$ cat config.mk
export PLATFORM = sky130hd
export DESIGN_NAME = sad_result_reader
export DESIGN_NICKNAME = d
export VERILOG_FILES = /design/src/rtl/sad_reader_pkg.sv /design/src/rtl/sad_reader_gap_timer.sv /design/src/rtl/sad_result_reader.sv
export SDC_FILE = /design/constraint.sdc
export NUM_CORES = 1
export LEC_CHECK = 0
export ABC_CLOCK_PERIOD_IN_PS = 2000
export BUFFER_PORTS_ARGS = -buffer_cell sky130_fd_sc_hd__buf_2
export CAP_MARGIN = 30
export CORE_UTILIZATION = 45
export CTS_CLUSTER_SIZE = 28
export DETAILED_ROUTE_END_ITERATION = 8
export PLACE_DENSITY = 0.8
export REMOVE_ABC_BUFFERS = 1
export SLEW_MARGIN = 30
export SYNTH_ARGS = -nofsm -noshare
export SYNTH_HDL_FRONTEND = slang
export SYNTH_SLANG_ARGS = --single-unit
$ cat constraint.sdc
create_clock -name clk -period 2 [get_ports clk]
set_clock_uncertainty 0.05 [all_clocks]
set_input_delay 0.4 -clock clk [delete_from_list [all_inputs] [get_ports clk]]
set_output_delay 0.4 -clock clk [all_outputs]
set_load 0.05 [all_outputs]
$ cat src/rtl/sad_reader_pkg.sv
// Shared types and constants for the SAD result reader: FSM states, PIO register map, clear word.
`default_nettype none

package sad_reader_pkg;

  typedef enum logic [2:0] {
    IDLE      = 3'd0,
    POLL_REQ  = 3'd1,
    POLL_WAIT = 3'd2,
    GAP       = 3'd3,
    CLEAR     = 3'd4,
    DATA_REQ  = 3'd5,
    DATA_WAIT = 3'd6,
    OUT       = 3'd7
  } state_e;

  localparam logic [1:0] ADDR_DATA     = 2'd0;
  localparam logic [1:0] ADDR_EDGE_CAP = 2'd3;

  // Wide enough for any supported DATA_W; the top slices off what it needs.
  localparam int          CLEAR_WORD_MAX_W = 64;
  localparam logic [63:0] CLEAR_WORD       = '1;

  // Bits needed to hold a down-counter preload of n-1.
  function automatic int cnt_width(input int n);
    return (n < 2) ? 1 : $clog2(n);
  endfunction

endpackage

`default_nettype wire

$ cat src/rtl/sad_reader_gap_timer.sv
// Loadable down-counter that saturates at zero; expired_o is high while the count is zero.
`default_nettype none

module sad_reader_gap_timer #(
  parameter int W = 4
) (
  input  logic         clk,
  input  logic         reset_n,
  input  logic         load_i,
  input  logic [W-1:0] load_val_i,
  input  logic         dec_i,
  output logic         expired_o
);

  logic [W-1:0] count_q;

  always_ff @(posedge clk or negedge reset_n) begin
    if (!reset_n) begin
      count_q <= '0;
    end else if (load_i) begin
      count_q <= load_val_i;
    end else if (dec_i && (count_q != '0)) begin
      count_q <= count_q - 1'b1;
    end
  end

  assign expired_o = (count_q == '0);

endmodule

`default_nettype wire

$ cat src/rtl/sad_result_reader.sv
// Avalon-MM master that polls a PIO edge-capture register, clears it, reads the data port and streams the word out.
// Optional poll-loop timeout is compiled in with SAD_READER_TIMEOUT_EN.
`default_nettype none

module sad_result_reader
  import sad_reader_pkg::*;
#(
  parameter int DATA_W         = 32,
  parameter int POLL_GAP       = 4,
  parameter int TIMEOUT_CYCLES = 1024
) (
  input  logic              clk,
  input  logic              reset_n,
  input  logic              start,
  output logic [1:0]        avm_address,
  output logic              avm_chipselect,
  output logic              avm_write_n,
  output logic [DATA_W-1:0] avm_writedata,
  input  logic [DATA_W-1:0] avm_readdata,
  output logic [DATA_W-1:0] result_data,
  output logic              result_valid,
  input  logic              result_ready,
  output logic              busy,
  output logic              timeout
);

  localparam int               GAP_W    = cnt_width(POLL_GAP);
  localparam logic [GAP_W-1:0] GAP_LOAD = (POLL_GAP > 0) ? GAP_W'(POLL_GAP - 1) : '0;

  if (POLL_GAP < 0 || TIMEOUT_CYCLES < 1 || DATA_W > CLEAR_WORD_MAX_W) begin : g_param_check
    $error("sad_result_reader: illegal parameter combination");
  end

  state_e              state_q, state_d;
  logic                gap_load, gap_dec, gap_expired;
  logic [1:0]          avm_address_q;
  logic                avm_chipselect_q;
  logic                avm_write_n_q;
  logic [DATA_W-1:0]   avm_writedata_q;
  logic [DATA_W-1:0]   result_data_q;
  logic                result_valid_q;
  logic                busy_q;

  sad_reader_gap_timer #(.W(GAP_W)) u_gap_timer (
    .clk        (clk),
    .reset_n    (reset_n),
    .load_i     (gap_load),
    .load_val_i (GAP_LOAD),
    .dec_i      (gap_dec),
    .expired_o  (gap_expired)
  );

`ifdef SAD_READER_TIMEOUT_EN
  localparam int              TO_W    = cnt_width(TIMEOUT_CYCLES);
  localparam logic [TO_W-1:0] TO_LOAD = TO_W'(TIMEOUT_CYCLES - 1);

  logic to_load, to_dec, to_expired;
  logic timeout_q, timeout_d;

  sad_reader_gap_timer #(.W(TO_W)) u_timeout_timer (
    .clk        (clk),
    .reset_n    (reset_n),
    .load_i     (to_load),
    .load_val_i (TO_LOAD),
    .dec_i      (to_dec),
    .expired_o  (to_expired)
  );

  always_ff @(posedge clk or negedge reset_n) begin
    if (!reset_n) timeout_q <= 1'b0;
    else          timeout_q <= timeout_d;
  end

  assign timeout = timeout_q;
`else
  assign timeout = 1'b0;
`endif

  always_comb begin
    state_d  = state_q;
    gap_load = 1'b0;
    gap_dec  = 1'b0;
`ifdef SAD_READER_TIMEOUT_EN
    to_load   = 1'b0;
    to_dec    = 1'b0;
    timeout_d = timeout_q;
`endif
    case (state_q)
      IDLE: begin
        if (start) begin
          state_d = POLL_REQ;
`ifdef SAD_READER_TIMEOUT_EN
          to_load   = 1'b1;
          timeout_d = 1'b0;
`endif
        end
      end
      POLL_REQ:  state_d = POLL_WAIT;
      POLL_WAIT: begin
        if (avm_readdata != '0) begin
          state_d = CLEAR;
        end else if (POLL_GAP == 0) begin
          state_d = POLL_REQ;
        end else begin
          state_d  = GAP;
          gap_load = 1'b1;
        end
      end
      GAP: begin
        if (gap_expired) state_d = POLL_REQ;
        else             gap_dec = 1'b1;
      end
      CLEAR:     state_d = DATA_REQ;
      DATA_REQ:  state_d = DATA_WAIT;
      DATA_WAIT: state_d = OUT;
      OUT:       if (result_ready) state_d = IDLE;
      default:   state_d = IDLE;
    endcase
`ifdef SAD_READER_TIMEOUT_EN
    // A capture seen on the final budgeted cycle still wins over the timeout.
    if (state_q inside {POLL_REQ, POLL_WAIT, GAP}) begin
      to_dec = 1'b1;
      if (to_expired && (state_d != CLEAR)) begin
        state_d   = IDLE;
        timeout_d = 1'b1;
        gap_load  = 1'b0;
        gap_dec   = 1'b0;
      end
    end
`endif
  end

  // Outputs are registered from the next state so they line up with the state they belong to.
  always_ff @(posedge clk or negedge reset_n) begin
    if (!reset_n) begin
      state_q          <= IDLE;
      avm_address_q    <= ADDR_DATA;
      avm_chipselect_q <= 1'b0;
      avm_write_n_q    <= 1'b1;
      avm_writedata_q  <= '0;
      result_data_q    <= '0;
      result_valid_q   <= 1'b0;
      busy_q           <= 1'b0;
    end else begin
      state_q          <= state_d;
      avm_chipselect_q <= (state_d inside {POLL_REQ, CLEAR, DATA_REQ});
      avm_write_n_q    <= (state_d != CLEAR);
      avm_address_q    <= (state_d inside {POLL_REQ, CLEAR}) ? ADDR_EDGE_CAP : ADDR_DATA;
      avm_writedata_q  <= (state_d == CLEAR) ? CLEAR_WORD[DATA_W-1:0] : '0;
      if (state_q == DATA_WAIT) result_data_q <= avm_readdata;
      result_valid_q   <= (state_d == OUT);
      busy_q           <= (state_d != IDLE);
    end
  end

  assign avm_address    = avm_address_q;
  assign avm_chipselect = avm_chipselect_q;
  assign avm_write_n    = avm_write_n_q;
  assign avm_writedata  = avm_writedata_q;
  assign result_data    = result_data_q;
  assign result_valid   = result_valid_q;
  assign busy           = busy_q;

endmodule

`default_nettype wire

==> key figures, run 1 <==
Timing
  • Slew Viols, Final: 0
  • RSZ-0062 raised after global routing: false
  • Max_slew headroom: 0.650
  • Final setup vio count: 0
  • Final worst slack: 338 ps
  • Achievable Freq: 0.602 GHz
  • Final Hold Vio Count: 0
  • Fin crit period: 1660 ps
  • Tcrit/Tclk final: 0.831
  • Worst Max-Slew Pin Slew: 525 ps

Synthesis
  • Post-Synthesis Cells: 160
  • Post-synth EDFFs: 0
  • Synth unique cells: 31
  • Netlist Area Pre-Place: 0.00201 mm^2
  • Post-synth top area cell: dfrtp_1
  • Synth Warn #: 0
  • #FFs+latches synth: 43
  • Main synth FF type: dfrtp_1
  • Post-synth ARST share: 1.00
  • Synth area leaders: dfrtp_1 52%, mux2_2 17%, buf_4 12%
  • Yosys top cell area share: 0.524
  • Register area share after synthesis: 0.537
  • Syn_area_per_cell: 12.5 um^2

Placement
  • Port bufs: 105
  • Pre-CTS setup slack: 95.3 ps
  • Placed cells: 279
  • Hpwl dp: 3.03 mm
  • Gpl congestion: 0.733

Route
  • DRC: 0
  • Detailed Route WL: 3.94 mm
  • Vias per inst: 5.02
  • Routed wire per std cell: 13.7 um
  • Initial DRC Count: 91
  • Antenna Nets Post-Route: 0
  • Router iterations before antenna repair: 4
  • Via count: 1441

Finish
  • Number of diodes: 0
  • Share of layout cells above drive strength 1: 0.650
  • Final Util: 0.586
  • Layout Nets: 273
  • Footprint of the multi-input gates: 634 um^2
  • Fin cells: 287
  • Filler cells: 348
  • Register Area: 0.00108 mm^2
  • Area grow syn2layout: 21.1%

Floorplan
  • Core footprint: 0.00414 mm^2
  • Num rows: 23
  • Die width: 68.8 um
  • Initial core utilization: 0.484
  • Die outline height: 68.8 um
  • Area of the die: 0.00473 mm^2
  • Num ports: 107

Worst setup path
  • CP required: 2130 ps
  • RR Startpoint: u_gap_timer.count_q[0]
  • Reg2Reg Depth: 5
  • Setup Crit Path Kind: flop to flop
  • RR Endpoint: u_gap_timer.count_q[1]
  • Setup crit start kind: flop
  • Crit-path max FO: 3
  • CP endpoint kind: flop
  • R2r setup slk: 340 ps
  • Worst endpoint data arrival time: 1800 ps

Clocking
  • Worst-path clk slew: 80 ps
  • Num CTS Buffers: 5
  • Setup Fix Bufs, Post-CTS: 0
  • CTS H-Tree Depth: 2
  • CTS tree: built
  • Post-CTS Resized: 0
  • CTS Buffer Depth: 2
  • Clk root buf: clkbuf_8
  • Worst skew pair latency: 300 ps
  • # clock sinks: 43
  • Hold Buf Count CTS: 0

Global route
  • Vias in the first global route: 1281
  • GRT Util Overall: 0.183
  • Initial antenna violation count: 0
  • Global-route wire length before repair: 6.09 mm
  • Largest net degree at the start of global routing: 44
  • Final global-route overflow total: 0

Job
  • Max Cap Violations: 0

Hold path
  • Worst hold path type: input pin to asynchronous set/reset pin

Run status
  • Run status: complete, no violations
==> metal layers <==
layer	GRT usage	up-vias	routed length, um	share of wire
met2	0.321	67	2030	0.52
met4	0.0765	0	75	0.019
li1	-	673	-	-
met3	0.0461	7	260	0.066
met1	0.211	694	1570	0.40
met5	0	-	0	0
==> worst max-delay path, stage by stage, from the launching register on <==
cell and delay, ps:
dfrtp_1 350, inv_1 70, ha_1 210, nand2b_4 150, or3b_4 420, a211o_1 300
==> final cells by class <==
type                            instances  share of cell area
Clock buffer                            5              0.0283
Clock inverter                          3             0.00618
Inverter                                3             0.00463
Multi-Input combinational cell         75               0.261
Sequential cell                        43               0.443
Tap cell                               50              0.0257
Timing Repair Buffer                  108               0.231
==> cells in the mapped netlist (2+ instances only) <==
master and number:
inv_1 2, mux2_2 30, nor4_1 9, mux2_1 2
nor2_1 4, or2_2 2, nand2_1 5, nand4_1 2
buf_2 5, buf_4 33, dfrtp_1 42, o21ai_0 3
nor3_1 2, a21oi_1 2
==> kinds of logic (layout without fill, tap and decap cells) <==
logic type / Yosys count / count (layout) / synth area share
DFF: 43 / 43 / 0.537
and+or+nand+nor: 28 / 28 / 0.0829
adders and majority gates: 1 / 1 / 0.00623
AOI/OAI and AO/OA: 12 / 12 / 0.0412
muxes: 32 / 32 / 0.180
buffers and inverters: 42 / 119 / 0.147
xor gates and xnor gates: 1 / 1 / 0.00436
other: 1 / 1 / 0.00187
==> metrics by stage <==
stage                     area [um^2]  TNS (ps)  hold WS, ps
final                            2430         0          105
after global routing             2430         0          145
after CTS                        2430         0          122
after detailed placement         2350         0          430
after global placement           2350         0          418
after floorplan                  1720   -264480         54.4
==> flip-flops by register name, indices dropped and copies added (netlist names) <==
signal and count:
busy 1, avm_write_n 1, avm_writedata 1, u_gap_timer.count_q 2
state_q 3, avm_chipselect 1, result_data 32, avm_address 1
result_valid 1
==> placed cells by master, fill, tap and decap left out, drive strengths merged <==
master / instances
a211o: 2
a21oi: 2
a22oi: 1
a311oi: 1
a31oi: 1
a41oi: 1
buf: 108
clkbuf: 5
clkinv: 3
conb: 1
dfrtp: 42
dfstp: 1
ha: 1
inv: 3
mux2: 32
nand2: 5
nand2b: 2
nand3: 1
nand4: 2
nor2: 4
nor3: 2
nor4: 9
o21a: 1
o21ai: 3
or2: 2
or3b: 1
xnor2: 1
==> worst max path at each step <==
stage,cells after the start,from,end,slack (ps)
final,5,u_gap_timer.count_q[0],u_gap_timer.count_q[1],340
after global routing,2,avm_writedata[30],avm_writedata[16],260
after CTS,5,u_gap_timer.count_q[0],u_gap_timer.count_q[1],330
after detailed placement,5,avm_readdata[10],avm_chipselect,100
after global placement,5,avm_readdata[10],avm_chipselect,120
after floorplan,0,avm_writedata[30],avm_writedata[0],-8270
Power of run 1 is left out: the tool's default activity adds up to more than one toggle a clock period on the data nets, which glitch-free logic cannot reach.
==> inputs of run 2 (changes only) <==
Settings changed: ABC_CLOCK_PERIOD_IN_PS 2000 to 1500, CORE_UTILIZATION 45 to 40, PLACE_DENSITY 0.8 to 0.75.
Clock period 2 ns to 1.5 ns, I/O delays scaled along.
==> key figures, run 2 (synthesized netlist as in run 1, its figures left out) <==
Run status
  • Run status: finished with violations (was complete, no violations)
  • Failing checks: setup timing

Finish
  • Layout Nets: 287 (was 273)
  • Area grow syn2layout: 35.6% (was 21.1%)
  • Most frequent cells in the layout: 73 x buf_2, 45 x buf_4, 42 x dfrtp_1 (was 105 x buf_2, 42 x dfrtp_1, 30 x mux2_2)
  • Filler cells: 418 (was 348)
  • Share of layout cells above drive strength 1: 0.685 (was 0.650)
  • Max FFs per register: 32 (unchanged)
  • Number of diodes: 0 (unchanged)
  • Fin cells: 318 (was 287)
  • Commonest non-fill, non-tap cell in the layout: buf_2 (unchanged)

Hold path
  • Worst hold path type: input pin to flop (was input pin to asynchronous set/reset pin)
  • Hold Path Stages: 2
  • Hold Startpoint: avm_readdata[7]
  • Sink of the worst hold path: result_data[7]

Timing
  • Max_slew headroom: 0.665 (was 0.650)
  • Fin crit period: 1540 ps (was 1660 ps)
  • Worst hold slack: 194 ps (was 105 ps)
  • Achievable Freq: 0.649 GHz (was 0.602 GHz)
  • Final Hold Vio Count: 0 (unchanged)
  • Final setup vio count: 2 (was 0)
  • Setup TNS: -48.2 ps (was 0 ps)
  • Worst Max-Slew Pin Slew: 497 ps (was 525 ps)
  • RSZ-0062 raised after global routing: true (was false)
  • Slew Viols, Final: 0 (unchanged)
  • Tcrit/Tclk final: 1.03 (was 0.831)
  • Final worst slack: -40.3 ps (was 338 ps)

Clocking
  • # clock sinks: 43 (unchanged)
  • Worst-path clk slew: 80 ps (about the same)
  • Num CTS Buffers: 5 (unchanged)
  • Worst skew pair latency: 280 ps (was 300 ps)
  • Clk root buf: clkbuf_8 (unchanged)
  • CTS H-Tree Depth: 2 (unchanged)
  • CTS tree: built (unchanged)
  • CTS Buffer Depth: 2 (unchanged)

Global route
  • Top Usage Layer GRT: met2 (unchanged)
  • Largest net degree at the start of global routing: 44 (unchanged)
  • Met2 Usage GRT: 0.269 (was 0.321)
  • Final global-route overflow total: 0 (unchanged)
  • Grt met1 use: 0.199 (was 0.211)
  • Initial antenna violation count: 0 (unchanged)
  • Global-route wire length before repair: 6.33 mm (was 6.09 mm)
  • GR Util met3: 0.0511 (was 0.0461)
  • GRT Util Overall: 0.159 (was 0.183)
  • Vias in the first global route: 1325 (was 1281)

Placement
  • Gpl congestion: 0.878 (was 0.733)
  • Pre-CTS setup slack: -279 ps (was 95.3 ps)
  • Port bufs: 105 (unchanged)
  • Hpwl dp: 3.20 mm (was 3.03 mm)
  • Placed cells: 307 (was 279)

Route
  • Initial DRC Count: 54 (was 91)
  • Routed wire per std cell: 13.7 um (about the same)
  • Detailed Route WL: 4.36 mm (was 3.94 mm)
  • Router iterations before antenna repair: 4 (unchanged)
  • Vias per inst: 4.64 (was 5.02)
  • Antenna Nets Post-Route: 0 (unchanged)
  • Via count: 1474 (was 1441)
  • DRC: 0 (unchanged)

Worst setup path
  • R2r setup slk: -40 ps (was 340 ps)
  • CP max stage delay: 400 ps (was 420 ps)
  • Max stage delay cell, worst path: or3b_4 (unchanged)
  • Reg2Reg Depth: 5 (unchanged)
  • RR Endpoint: u_gap_timer.count_q[1] (unchanged)
  • CP required: 1630 ps (was 2130 ps)
  • CP Depth: 5 (unchanged)
  • RR Startpoint: u_gap_timer.count_q[0] (unchanged)
  • Crit-path max FO: 3 (unchanged)
  • CP Cell Sequence: inv_1, ha_4, nand2b_4, or3b_4, a211o_1 (was inv_1, ha_1, nand2b_4, or3b_4, a211o_1)
  • Worst Path Buf+Inv: 1 (unchanged)
  • CP delay by family, top: simple AND/OR/NAND/NOR gates (unchanged)
  • Worst endpoint data arrival time: 1670 ps (was 1800 ps)
  • Setup Crit Path Kind: flop to flop (unchanged)
  • Setup crit start kind: flop (unchanged)
  • CP endpoint kind: flop (unchanged)

Floorplan
  • Area of the die: 0.00530 mm^2 (was 0.00473 mm^2)
  • Die width: 72.8 um (was 68.8 um)
  • Initial core utilization: 0.419 (was 0.484)
  • Die outline height: 72.8 um (was 68.8 um)
  • Num rows: 25 (was 23)
  • Num ports: 107 (unchanged)
  • Core footprint: 0.00479 mm^2 (was 0.00414 mm^2)

Job
  • Max Cap Violations: 0 (unchanged)
[run 2: area by class of cell]
class / instances / area, um^2 / share of cell area
Clock inverter: 2 / 35.0 / 0.0129
Inverter: 3 / 11.3 / 0.00414
Clock buffer: 6 / 82.6 / 0.0303
Sequential cell: 43 / 1080 / 0.396
Tap cell: 67 / 83.8 / 0.0308
Timing Repair Buffer: 122 / 768 / 0.282
Multi-Input combinational cell: 75 / 663 / 0.244
[run 2: how the worst max path moves through the flow]
stage,endpoint,startpoint
final,u_gap_timer.count_q[1],u_gap_timer.count_q[0]
after CTS,avm_writedata[6],avm_writedata[30]
after detailed placement,avm_address[0],avm_readdata[18]
after floorplan,avm_writedata[0],avm_writedata[30]
after global routing,u_gap_timer.count_q[0],u_gap_timer.count_q[0]
after global placement,avm_address[0],avm_readdata[18]
[run 2: repair_timing]
action | CTS | global route
setup endpoints to repair | 34 | 41
resized for setup | 1 | 71
hold buffers | 1 | 0
hold endpoints to repair | 42 | 0
pin swaps | 2 | 1
setup buffers | 1 | 1
gates cloned | 0 | 0
[run 2: worst register-to-register path, delay by kind of cell, from the launching register on]
kind	cells	cell delay [ps]
and+or+nand+nor	2	550
DFF	1	340
AOI/OAI and AO/OA	1	260
adders and majority gates	1	170
buffers and inverters	1	70
[run 2: per-layer routing]
metal | routed length, um | vias to the layer above
met2 | 2380 | 33
met5 | 0 | -
met1 | 1800 | 735
li1 | - | 702
met4 | 36 | 0
met3 | 137 | 4
[run 2: through the flow]
| step | utilization | area, um^2 |
|---|---|---|
| after floorplan | - | 1720 |
| after global placement | 0.515 | 2460 |
| after detailed placement | 0.515 | 2460 |
| after CTS | 0.543 | 2600 |
| after global routing | 0.569 | 2720 |
| final | 0.569 | 2720 |
Power of run 2 is left out for the same reason.
